File: src/rtl/uart_rx_oversampled.sv
// ---------------------------------------------------------------------------
// uart_rx_oversampled
//   8N1 UART receiver with 16x oversampling. A free-running divider produces
//   one oversample tick every BAUD_DIV clocks. The FSM waits 8 ticks from the
//   detected falling edge to reach the middle of the start bit, then takes one
//   sample every 16 ticks. Each received byte is held on d_out with a level
//   rx_done flag until the next start bit begins.
//
// Parameters
//   DBIT     data bits per frame, LSB first (2 or more)
//   SB_TICK  oversample ticks spanned by the stop bit
//   BAUD_DIV clk cycles per oversample tick (2 or more)
//
// Ports
//   clk       system clock, rising edge
//   reset     asynchronous, active-low reset
//   rx        serial line, idles high, asynchronous to clk
//   d_out     last correctly framed byte
//   rx_done   byte valid (level, cleared by the next start bit)
//   frame_err last frame had a low stop bit
// ---------------------------------------------------------------------------
module uart_rx_oversampled #(
  parameter int DBIT     = 8,
  parameter int SB_TICK  = 16,
  parameter int BAUD_DIV = 163
) (
  input  logic            clk,
  input  logic            reset,
  input  logic            rx,
  output logic [DBIT-1:0] d_out,
  output logic            rx_done,
  output logic            frame_err
);

  localparam int CW = $clog2(BAUD_DIV);
  localparam int SW = $clog2((SB_TICK > 16) ? SB_TICK : 16);
  localparam int NW = (DBIT > 1) ? $clog2(DBIT) : 1;

  localparam logic [CW-1:0] BAUD_LAST = CW'(BAUD_DIV - 1);
  localparam logic [SW-1:0] S_MID     = SW'(7);
  localparam logic [SW-1:0] S_LAST    = SW'(15);
  localparam logic [SW-1:0] S_STOP    = SW'(SB_TICK - 1);
  localparam logic [NW-1:0] N_LAST    = NW'(DBIT - 1);

  typedef enum logic [2:0] {
    IDLE  = 3'd0,
    START = 3'd1,
    DATA  = 3'd2,
    STOP  = 3'd3,
    BREAK = 3'd4
  } state_t;

  state_t          state;
  logic [1:0]      sync;
  logic            rx_s;
  logic [CW-1:0]   baud_cnt;
  logic            tick;
  logic [SW-1:0]   s_cnt;
  logic [NW-1:0]   n_cnt;
  logic [DBIT-1:0] shift;

  // Two-flop synchroniser, preset high so reset looks like an idle line.
  always_ff @(posedge clk or negedge reset) begin
    if (!reset) sync <= 2'b11;
    else        sync <= {sync[0], rx};
  end
  assign rx_s = sync[1];

  // Free-running oversample divider; the FSM never restarts it, so sampling
  // points carry up to one tick of phase jitter against the start edge.
  always_ff @(posedge clk or negedge reset) begin
    if (!reset)                 baud_cnt <= '0;
    else if (baud_cnt == BAUD_LAST) baud_cnt <= '0;
    else                        baud_cnt <= baud_cnt + 1'b1;
  end
  assign tick = (baud_cnt == BAUD_LAST);

  always_ff @(posedge clk or negedge reset) begin
    if (!reset) begin
      state     <= IDLE;
      s_cnt     <= '0;
      n_cnt     <= '0;
      shift     <= '0;
      d_out     <= '0;
      rx_done   <= 1'b0;
      frame_err <= 1'b0;
    end else begin
      unique case (state)
        IDLE: begin
          // Edge detection runs every clk, not on ticks, to keep the
          // start-bit phase error within one tick.
          if (!rx_s) begin
            state     <= START;
            s_cnt     <= '0;
            rx_done   <= 1'b0;
            frame_err <= 1'b0;
          end
        end
        START: begin
          if (tick) begin
            if (s_cnt == S_MID) begin
              if (!rx_s) begin
                state <= DATA;
                s_cnt <= '0;
                n_cnt <= '0;
              end else begin
                state <= IDLE;  // glitch shorter than half a bit
              end
            end else begin
              s_cnt <= s_cnt + 1'b1;
            end
          end
        end
        DATA: begin
          if (tick) begin
            if (s_cnt == S_LAST) begin
              shift <= {rx_s, shift[DBIT-1:1]};
              s_cnt <= '0;
              if (n_cnt == N_LAST) state <= STOP;
              else                 n_cnt <= n_cnt + 1'b1;
            end else begin
              s_cnt <= s_cnt + 1'b1;
            end
          end
        end
        STOP: begin
          if (tick) begin
            if (s_cnt == S_STOP) begin
              if (rx_s) begin
                d_out     <= shift;
                rx_done   <= 1'b1;
                frame_err <= 1'b0;
                state     <= IDLE;
              end else begin
                // Keep the previous good byte; park until the line recovers
                // so a held-low break cannot be read as endless 0x00 frames.
                frame_err <= 1'b1;
                state     <= BREAK;
              end
            end else begin
              s_cnt <= s_cnt + 1'b1;
            end
          end
        end
        BREAK: begin
          if (rx_s) state <= IDLE;
        end
        default: state <= IDLE;
      endcase
    end
  end

endmodule

File: config.mk
export PLATFORM = sky130hd
export DESIGN_NAME = uart_rx_oversampled
export DESIGN_NICKNAME = d
export VERILOG_FILES = /design/src/rtl/uart_rx_oversampled.sv
export SDC_FILE = /design/constraint.sdc
export NUM_CORES = 1
export LEC_CHECK = 0
export BUFFER_PORTS_ARGS = -buffer_cell sky130_fd_sc_hd__buf_2
export CAP_MARGIN = 10
export CORE_MARGIN = 5
export CORE_UTILIZATION = 53
export CTS_CLUSTER_SIZE = 24
export DETAILED_ROUTE_END_ITERATION = 10
export GPL_TIMING_DRIVEN = 1
export PLACE_DENSITY = 0.74
export SETUP_SLACK_MARGIN = 0.5
export SLEW_MARGIN = 20
export SYNTH_ARGS = -nofsm -noshare
export SYNTH_HDL_FRONTEND = slang
export SYNTH_SLANG_ARGS = --single-unit
File: constraint.sdc
create_clock -name clk -period 2.37 [get_ports clk]
set_input_delay 0.237 -clock clk [delete_from_list [all_inputs] [get_ports clk]]
set_output_delay 0.237 -clock clk [all_outputs]
set_load 0.005 [all_outputs]
Yosys cells after proc, flatten, opt, wreduce, memory -nomap -nowiden --
Cells that the tools add are included.
Storage, ports and cells: output and inout port bits 10, bits in registers 38
Operators by class: mux-type cells 37, reductions and logical operators 11, add/sub/neg operators 3, eq/ne operators 21
Operators by type and width (count):
- $mux W3 | 16
- $mux W4 | 7
- $ne A2 B2 Y1 const B | 13
- $pmux W4 S4 | 1
- $pmux W3 S5 | 1
- $reduce_and A5 Y1 | 2
- $reduce_and A9 Y1 | 1
- $add A8 B1 Y8 const B | 1
- $eq A8 B8 Y1 const B | 1
- $mux W8 | 1
- $reduce_and A4 Y1 | 2
- $mux W1 | 7
- $reduce_and A7 Y1 | 1
- $eq A3 B2 Y1 const B | 2
- $eq A3 B3 Y1 const B | 2
- $pmux W3 S2 | 1
- $add A4 B1 Y4 const B | 1
- $eq A4 B3 Y1 const B | 1
- $eq A4 B4 Y1 const B | 1
- $pmux W1 S2 | 2
- $reduce_bool A2 Y1 | 2
- $reduce_bool A4 Y1 | 1
- $add A3 B1 Y3 const B | 1
- $eq A3 B1 Y1 const B | 1
- other kinds (3) | 3

Depth between registers and ports, before layout --
Gate-level depths: netlist of the first run.
depth after elaboration 5, depth in mapped cells 6, mapped depth without buffers 6

Worst setup path after synthesis of the first run --
Ideal clock, no wire load.
path kind reg-to-reg, from reg baud_cnt[4], to reg n_cnt[1], slack 145 ps, data arrival time 2099 ps, required time 2245 ps, cell stages (with the launch flop) 6, setup time 125 ps, path through dfrtp_1 > buf_6 > or4_4 > or2_1 > or4b_4 > mux2_4
On the way: cells in the longest elaborated chain, start to end 3, elaborated cells on any way between the ends 4, classes of those cells eq/ne (3); reduce/logical (1)
Ends and longest elaborated chain:
- start: declaration | line 56 | logic [CW-1:0] baud_cnt;
- start signal: assignment | line 74 | else baud_cnt <= baud_cnt + 1'b1;
- $eq A8 B8 Y1 (*) | line 76 | assign tick = (baud_cnt == BAUD_LAST);
- $ne A2 B2 Y1 (no source line)
- $reduce_and A7 Y1 (no source line) (*)
- end signal: assignment | line 120 | else n_cnt <= n_cnt + 1'b1;
- end: declaration | line 59 | logic [NW-1:0] n_cnt;
Every way passes the cells marked *; elsewhere a longest branch is shown, timed or not. A chain may end at the register's enable or synchronous reset.

Worst setup path in the final report of the first run --
from reg baud_cnt[3], to reg n_cnt[2]
The elaborated chain is that of the path after synthesis.

==> results of run 1 <==
[state kept, by name (all words and copies together) (netlist names)]
signal	flops
baud_cnt	8
d_out	8
shift	8
s_cnt	4
n_cnt	3
state	3
sync	2
frame_err	1
rx_done	1
[worst register-to-register path, delay by kind of cell, from the launching register on]
family,cells,cell delay [ps]
DFF,1,430
muxes,1,310
and+or+nand+nor,3,1350
[per-stage QoR]
step	cell area, µm²	worst slack (ps)	cells
2_1_floorplan	1876	215.1	162
3_3_place_gp	1997	166.3	219
3_5_place_dp	1997	127.0	219
4_1_cts	2116	238.5	232
5_1_grt	2246	170.2	239
6_report	2246	192.3	239
[kinds of logic after synthesis]
logic type,after synthesis,share of synthesized area [%]
xor+xnor,3,1.412
compound gates,29,10.82
mux,20,12.43
buf+inv,12,2.823
simple gates,55,17.94
fa+ha+maj,5,3.360
flops,38,51.21
[path summary, 6_finish.rpt]
check                                              to  depth (start not counted)                   from  slack [ps]
max in group asynchronous       baud_cnt[4]$_DFF_PN0_                          2                  reset        1290
worst max-delay path             n_cnt[2]$_DFFE_PN0P_                          4  baud_cnt[3]$_DFF_PN0_         190
min in group asynchronous        s_cnt[3]$_DFFE_PN0P_                          2                  reset         510
worst max register to register   n_cnt[2]$_DFFE_PN0P_                          4  baud_cnt[3]$_DFF_PN0_         190
worst min-delay path                sync[1]$_DFF_PN1_                          0      sync[0]$_DFF_PN1_         360
worst min register to register      sync[1]$_DFF_PN1_                          0      sync[0]$_DFF_PN1_         360
[per-layer routing]
metal  share of wire (%)  up-vias  track usage (%)
li1                    -      670                -
met5                   0        -                0
met3                 4.2       13            3.768
met1                  42      718            19.48
met4                 2.4        0            8.677
met2                  51       44            26.59
[repair_timing]
item / 4_1_cts / 5_1_grt
endpoints found under the hold margin: 11 / 0
hold buffers: 2 / 0
resized for setup: 0 / 18
setup buffers: 3 / 7
pin swaps: 4 / 8
endpoints found under the setup margin: 26 / 28
[power groups by stage]
stage | clock [W] | sequential, W | combinational (W)
CTS | 0.000368 | 0.000653 | 0.0000196
floorplan | 0 | 0.000665 | 0.00000238
finish | 0.000363 | 0.000654 | 0.0000189
global route | 0.000398 | 0.000654 | 0.0000226
detailed placement | 0 | 0.000666 | 0.0000171
global placement | 0 | 0.000666 | 0.0000161
[area by class of cell]
class	instances	area (µm²)
clock inverter	2	12.51
inverter	7	26.28
multi-input combinational	112	940.9
tap	46	57.56
clock buffer	6	51.30
sequential	38	955.9
fill	267	1117
timing repair buffer	28	201.4
[placed cells by master (no fill, tap or decap), types with 3 or more instances in the layout]
cell type,n
and3_1,3
dfrtp_1,34
mux2_2,16
nand2_1,6
nand4_1,3
nor3_1,3
ha_1,3
buf_4,12
nor2_1,7
or3_1,4
clkbuf_4,5
nand3_1,7
buf_2,12
mux2_4,3
o21ai_0,5
a21oi_1,6
inv_1,7
and4_1,5
==> flow_summary.yaml, run 1 <==
floorplan:
  io_pins: 13
  num_rows: 21
  initial_core_util_pct: 55.36
  core_mm2: 0.003363
  die-area_mm2: 0.004798
  die_y_um: 69.27
  die_w_um: 69.27
sta:
  finalCritPeriodShare_pct: 91.89
  clock_skew_ps: 4.686
  setup_viol: 0
  worstMarginPinSlew_ps: 830.6
  tns_ps: 0
  fin_crit_ps: 2178
  drv_slew: 0
  maxSlewHeadroom_pct: 44.63
  hold-worst-slack_ps: 363.5
  final_hold_viol_count: 0
  fmax_ghz: 0.4592
  rsz0062_at_grt: "yes"
cells_and_area:
  drive_gt1_share_pct: 36.79
  syn_to_final_growth_pct: 20.63
  nNetsFinal: 200
  final_util_pct: 66.78
  diodes: 0
grt:
  grt_max_degree: 39
  antenna_found_initial: 0
  grt_pass1_vias: 1384
  grt_overflow: 0
  track_usage_pct: 16.16
  grt_first_pass_wirelength_mm: 6.334
clock_tree:
  cts_tree: "yes"
  clk_pin_slew_ps: 120
  clock_tree.buffer_depth: 2
  cts_sinks: 38
  htree_levels: 2
  clockRootBuffer: "clkbuf_4"
  numCtsBuffers: 5
  clkLatencyLatePin_ps: 350
logic_synthesis:
  synth.top_cells.by_count: "dfrtp_1 (36), mux2_2 (17), nand3_1 (8), nor2_1 (8), inv_1 (7)"
  synth.net_count: 170
  syn_inst: 162
  synth_top_area_share_pct: 48.39
  syn_area_mm2: 0.001862
  synth_cell_types: 47
  synth_edf_count: 0
  synth_ff_type: "dfrtp_1"
  yosysMostFrequentCell: "dfrtp_1"
  ys_ff_latch: 38
  yosys_warnings: 0
  synthTopCellsByArea: "dfrtp_1 (48%), mux2_2 (10%), ha_1 (3.4%), dfstp_2 (2.8%), and4_1 (2.4%)"
  yosysSeqAreaShare_pct: 51.21
  synth_top_area_cell: "dfrtp_1"
  postSynthAreaPerCell_um2: 11.49
  async_flop_share_pct: 100.0
power:
  p_comb_share_pct: 1.8
  power.internal_w: 0.0007984
  switching_share_pct: 22.90
  p_sw_w: 0.0002371
  power.share.sequential_pct: 63.1
  vdd_drop_max_uv: 439.8
  powerDensity_mw_per_mm2: 461.0
  clockPowerShare_pct: 35.0
  power_leakage_nw: 1.052
  power_w: 0.001035
placement:
  place_congestion: 0.8531
  dpl.hpwl_mm: 2.528
  port_buffers: 12
route:
  antenna_left: 0
  drtIter0Drc: 221
  wl_mm: 3.979
  route.vias.total: 1445
  wl_per_cell_um: 16.65
  drc_errors: 0
  first_pass_iters: 4
  viasPerCell: 6.046
setup_path:
  slowest_stage: "or4_4"
  critPathTopFamily: "simple AND/OR/NAND/NOR gates"
  crit_buf_inv: 0
  critPathKind: "reg -> reg"
  critPathMaxFanout: 4
  start_kind: "flip-flop"
  worstPathCellList: "or4_4 > or2_1 > or4b_4 > mux2_4"
  worst-endpoint-arrival_ps: 2420
  end_kind: "flip-flop"
  crit_required_ps: 2610
  slowest_delay_ps: 590
run:
  drv_cap: 0
run_status:
  status: "complete, no violations"
hold_path:
  worstHoldPathType: "reg -> reg"
Power figures use the tool's default switching activity.
==> run 2, diff against run 1 <==
--- a/config.mk
+++ b/config.mk
@@ -7,12 +7,13 @@
 export LEC_CHECK = 0
 export BUFFER_PORTS_ARGS = -buffer_cell sky130_fd_sc_hd__buf_2
 export CAP_MARGIN = 10
+export CORE_ASPECT_RATIO = 0.7
 export CORE_MARGIN = 5
-export CORE_UTILIZATION = 53
+export CORE_UTILIZATION = 63
 export CTS_CLUSTER_SIZE = 24
 export DETAILED_ROUTE_END_ITERATION = 10
 export GPL_TIMING_DRIVEN = 1
-export PLACE_DENSITY = 0.74
+export PLACE_DENSITY = 0.83
 export SETUP_SLACK_MARGIN = 0.5
 export SLEW_MARGIN = 20
 export SYNTH_ARGS = -nofsm -noshare
==> constraint.sdc (replaced) <==
create_clock -name clk -period 2.82 [get_ports clk]
set_input_delay 0.282 -clock clk [delete_from_list [all_inputs] [get_ports clk]]
set_output_delay 0.282 -clock clk [all_outputs]
set_load 0.005 [all_outputs]
==> run 2 against run 1 <==
Critical path type unchanged. Die area decreased by 13%. Combinational power shrank 31%. Global-route usage is 4.3 points higher. Clock power grew 29%. Worst setup slack improved by 370 ps. Cell area fell by 5.6%. Largest power group unchanged.
==> flow_summary.yaml, run 2 (synthesized netlist as in run 1, its figures left out) <==
setup_path:
  crit_required_ps: 2990
  worstPathCellList: "or4_4 > or2_1 > or4b_4 > mux2_4"
  critPathMaxFanout: 5
  crit_buf_inv: 0
  r2r_slack_ps: 570
  critPathTopFamily: "simple AND/OR/NAND/NOR gates"
  worst-endpoint-arrival_ps: 2430
  slowest_stage: "or4_4"
  end_kind: "flip-flop"
  slowest_delay_ps: 580
  critPathKind: "reg -> reg"
  start_kind: "flip-flop"
sta:
  hold-worst-slack_ps: 75.04
  tns_ps: 0
  rsz0062_at_grt: "no"
  worstMarginPinSlew_ps: 810.0
  setup_viol: 0
  fin_crit_ps: 2254
  finalCritPeriodShare_pct: 79.93
  clock_skew_ps: 8.076
  drv_slew: 0
  maxSlewHeadroom_pct: 46.00
  final_hold_viol_count: 0
  fmax_ghz: 0.4436
cells_and_area:
  layout_commonest_cell: "dfrtp_1"
  nNetsFinal: 190
  nFillCells: 177
  top_regs: "baud_cnt x8, d_out x8, shift x8"
  diodes: 0
  drive_gt1_share_pct: 30.05
  syn_to_final_growth_pct: 13.91
  fin_cells: 219
  final_cell_mix: "dfrtp_1 (34), mux2_2 (17), buf_2 (12)"
  final_area_mm2: 0.002121
placement:
  dp.cells: 207
  place_congestion: 0.8634
  dpl.hpwl_mm: 2.589
  port_buffers: 12
  dpl_cell_area_mm2: 0.001956
clock_tree:
  numCtsBuffers: 5
  clockRootBuffer: "clkbuf_8"
  clkLatencyLatePin_ps: 290
  clock_tree.buffer_depth: 2
  clk_pin_slew_ps: 70
  htree_levels: 2
  cts_tree: "yes"
  ctsHoldBuffers: 0
  cts_sinks: 38
hold_path:
  worstHoldPathType: "in -> async"
grt:
  antenna_found_initial: 0
  grt_max_degree: 39
  grt_overflow: 0
  grt_first_pass_wirelength_mm: 6.430
  track_usage_pct: 20.49
  grt_pass1_vias: 1356
route:
  route.vias.total: 1401
  drc_errors: 0
  wl_mm: 3.941
  antenna_left: 0
  wl_per_cell_um: 18.00
  viasPerCell: 6.397
  first_pass_iters: 4
  drtIter0Drc: 161
floorplan:
  io_pins: 13
  num_rows: 16
  die-area_mm2: 0.004160
  initial_core_util_pct: 65.96
  die_y_um: 55.48
  die_w_um: 74.98
  core_mm2: 0.002823
power:
  power.internal_w: 0.0008374
  switching_share_pct: 18.68
  vdd_drop_max_uv: 389.7
  p_sw_w: 0.0001924
  clockPowerShare_pct: 45.4
  power_leakage_nw: 1.014
  power_w: 0.001030
  powerDensity_mw_per_mm2: 485.5
  p_comb_share_pct: 1.3
  power.share.sequential_pct: 53.3
run:
  drv_cap: 0
run_status:
  status: "complete, no violations"
==> run 2: changes by cell type in the layout (fill, tap and decap cells not counted), sizes merged <==
cell | before | now
buf | 26 | 18
clkinv | 1 | 0
dlygate4sd3 | 2 | 0
clkbuf | 6 | 7
clkinvlp | 1 | 0
bufinv | 0 | 1
==> run 2: metrics by stage <==
step	utilization, %	worst slack (ps)
3_3_place_gp	69.28	574.5
4_1_cts	73.40	504.8
2_1_floorplan	-	595.5
6_report	75.13	565.8
3_5_place_dp	69.28	538.9
5_1_grt	75.13	512.2
==> run 2: power by group through the flow <==
stage	combinational, W	sequential (W)	clock, W
global placement	0.0000133	0.000559	0
CTS	0.0000139	0.000549	0.000479
floorplan	0.00000175	0.000559	0
finish	0.0000130	0.000549	0.000467
global route	0.0000158	0.000549	0.000499
detailed placement	0.0000138	0.000559	0
==> run 2: per-layer routing <==
layer	GRT usage (%)	routed length, µm	up-vias
met1	26.63	1707	696
met3	6.884	200	10
li1	-	-	651
met4	11.68	97	0
met2	29.40	1936	44
met5	0	0	-
==> run 2: timing repair <==
action	CTS	global route
resized for setup	0	5
setup endpoints to repair	0	13
setup buffers	0	4
==> run 2: final timing paths <==
path | depth (start not counted) | end | startpoint
max reg2reg | 4 | n_cnt[1]$_DFFE_PN0P_ | baud_cnt[2]$_DFF_PN0_
min in group clk | 1 | sync[0]$_DFF_PN1_ | rx
min reg2reg | 0 | sync[1]$_DFF_PN1_ | sync[0]$_DFF_PN1_
min | 1 | baud_cnt[6]$_DFF_PN0_ | reset
max in group asynchronous | 1 | baud_cnt[2]$_DFF_PN0_ | reset
max | 4 | n_cnt[1]$_DFFE_PN0P_ | baud_cnt[2]$_DFF_PN0_
==> run 2: final cells by class <==
class                      instances  area [µm²]  area share [%]
clock buffer                       7       86.33           4.071
multi-input combinational        112       872.1           41.12
tap                               36       45.04           2.124
inverter                           7       26.28           1.239
sequential                        38       955.9           45.07
timing repair buffer              18       105.1           4.956
clock inverter                     1       30.03           1.416
==> run 3, diff against run 2 <==
--- a/config.mk
+++ b/config.mk
@@ -9,11 +9,11 @@
 export CAP_MARGIN = 10
 export CORE_ASPECT_RATIO = 0.7
 export CORE_MARGIN = 5
-export CORE_UTILIZATION = 63
+export CORE_UTILIZATION = 59
 export CTS_CLUSTER_SIZE = 24
 export DETAILED_ROUTE_END_ITERATION = 10
 export GPL_TIMING_DRIVEN = 1
-export PLACE_DENSITY = 0.83
+export PLACE_DENSITY = 0.78
 export SETUP_SLACK_MARGIN = 0.5
 export SLEW_MARGIN = 20
 export SYNTH_ARGS = -nofsm -noshare
==> constraint.sdc (replaced) <==
create_clock -name clk -period 2.26 [get_ports clk]
set_input_delay 0.226 -clock clk [delete_from_list [all_inputs] [get_ports clk]]
set_output_delay 0.226 -clock clk [all_outputs]
set_load 0.005 [all_outputs]
==> run 3 against run 2 <==
Cell area increased by 12%. Wire length up 10%. Non-clock buffer count increased by 11. Combinational power up 35%. Power grew 36%. Critical path type unchanged. Largest cell class is now multi-input gates. Largest power group is now the clock network.
==> flow_summary.yaml, run 3 (synthesized netlist as in run 1, its figures left out) <==
placement:
  post-place-ws_ps: 88.05
  place_congestion: 0.8567
  port_buffers: 12
  dp.cells: 218
  dpl.hpwl_mm: 2.604
run:
  drv_cap: 0
cells_and_area:
  fin_cells: 232
  multi_input_area_um2: 985.9
  top_regs: "baud_cnt x8, d_out x8, shift x8"
  final_cell_mix: "dfrtp_1 (36), mux2_2 (13), buf_2 (12), buf_4 (12), nand3_1 (8)"
  syn_to_final_growth_pct: 27.55
  seqCellArea_um2: 953.4
  final_util_pct: 77.00
  nNetsFinal: 201
  diodes: 0
  drive_gt1_share_pct: 38.66
  nFillCells: 177
  layout_commonest_cell: "dfrtp_1"
clock_tree:
  clockRootBuffer: "clkbuf_8"
  clock_tree.buffer_depth: 2
  cts_sinks: 38
  clk_pin_slew_ps: 80
  clkLatencyLatePin_ps: 290
  cts_tree: "yes"
  numCtsBuffers: 5
  htree_levels: 2
sta:
  fmax_ghz: 0.4721
  maxSlewHeadroom_pct: 45.00
  drv_slew: 0
  finalCritPeriodShare_pct: 93.72
  tns_ps: 0
  setup_slack_ps: 141.9
  worstMarginPinSlew_ps: 825.0
  clock_skew_ps: 6.531
  setup_viol: 0
  rsz0062_at_grt: "yes"
  fin_crit_ps: 2118
  final_hold_viol_count: 0
floorplan:
  die-area_mm2: 0.004397
  die_y_um: 57
  io_pins: 13
  die_w_um: 77.14
  initial_core_util_pct: 60.37
  core_mm2: 0.003084
  num_rows: 17
grt:
  grt_max_degree: 39
  antenna_found_initial: 0
  grt_overflow: 0
  track_usage_pct: 20.49
  grt_first_pass_wirelength_mm: 6.962
  grt_pass1_vias: 1439
route:
  wl_per_cell_um: 18.70
  drtIter0Drc: 163
  met2_length_mm: 2.131
  top_layer_used: "met4"
  viasPerCell: 6.289
  wl_mm: 4.338
  wl_met3_um: 241
  antenna_left: 0
  drc_errors: 0
  first_pass_iters: 4
  drt-met1-wl_mm: 1.846
  route.vias.total: 1459
run_status:
  status: "complete, no violations"
power:
  p_comb_share_pct: 1.3
  clockPowerShare_pct: 49.6
  switching_share_pct: 19.28
  power.internal_w: 0.001127
  power.share.sequential_pct: 49.1
  p_sw_w: 0.0002692
  powerDensity_mw_per_mm2: 588.1
  power_leakage_nw: 1.103
  vdd_drop_max_uv: 687.4
setup_path:
  worst-endpoint-arrival_ps: 2300
  worstPathCellList: "or4_4 > or2_4 > or4b_4 > mux2_4"
  critPathMaxFanout: 2
  start_kind: "flip-flop"
  slowest_stage: "or4_4"
  crit_required_ps: 2440
  critPathKind: "reg -> reg"
  slowest_delay_ps: 540
  end_kind: "flip-flop"
hold_path:
  worstHoldPathType: "in -> async"
## run 3: metal layers
layer,track usage [%],vias to the layer above
met5,0,-
li1,-,677
met3,5.678,13
met2,33.57,52
met1,25.76,717
met4,8.578,0
## run 3: repair_timing
| action | in CTS | in global routing |
|---|---|---|
| hold buffers | 0 | 0 |
| pin swaps | 4 | 5 |
| gates resized for setup | 13 | 12 |
| cloned | 0 | 0 |
| endpoints found under the setup margin | 26 | 26 |
| setup buffers | 3 | 3 |
## run 3: path summary, 6_finish.rpt
check	startpoint	to	slack, ps	cells after the start
min in group clk	rx	sync[0]$_DFF_PN1_	20	1
setup reg to reg	baud_cnt[2]$_DFF_PN0_	n_cnt[1]$_DFFE_PN0P_	140	4
max in group asynchronous	reset	d_out[0]$_DFFE_PN0P_	1720	1
hold reg to reg	sync[0]$_DFF_PN1_	sync[1]$_DFF_PN1_	360	0
hold / removal	reset	baud_cnt[1]$_DFF_PN0_	20	1
setup / recovery	baud_cnt[2]$_DFF_PN0_	n_cnt[1]$_DFFE_PN0P_	140	4
## run 3: critical path: cells and delay by family, from the launching register on
family	cells	cell delay, ps
DFF	1	380
muxes	1	310
and+or+nand+nor	3	1310
## run 3: layout make-up
class	count	area share, %
clock buffer	5	2.898
timing repair buffer	29	9.431
multi-input combinational	112	41.52
tap	38	2.002
inverter	7	1.106
clock inverter	3	2.898
sequential	38	40.15
## run 3: metrics by stage
step | area, µm² | hold slack (ps) | total power, W
final | 2375 | 24.62 | 0.001397
after global routing | 2375 | 15.88 | 0.001447
after CTS | 2301 | 19.90 | 0.001402
after detailed placement | 2052 | 335.5 | 0.0007164
after global placement | 2052 | 332.5 | 0.0007155
after floorplan | 1876 | -69.59 | 0.0007001
## run 3: power by group through the flow
stage | sequential, W | clock, W | combinational, W
final | 0.000686 | 0.000693 | 0.0000176
after detailed placement | 0.000698 | 0 | 0.0000180
after CTS | 0.000685 | 0.000699 | 0.0000180
after global placement | 0.000698 | 0 | 0.0000172
after global routing | 0.000686 | 0.000740 | 0.0000211
after floorplan | 0.000698 | 0 | 0.00000249
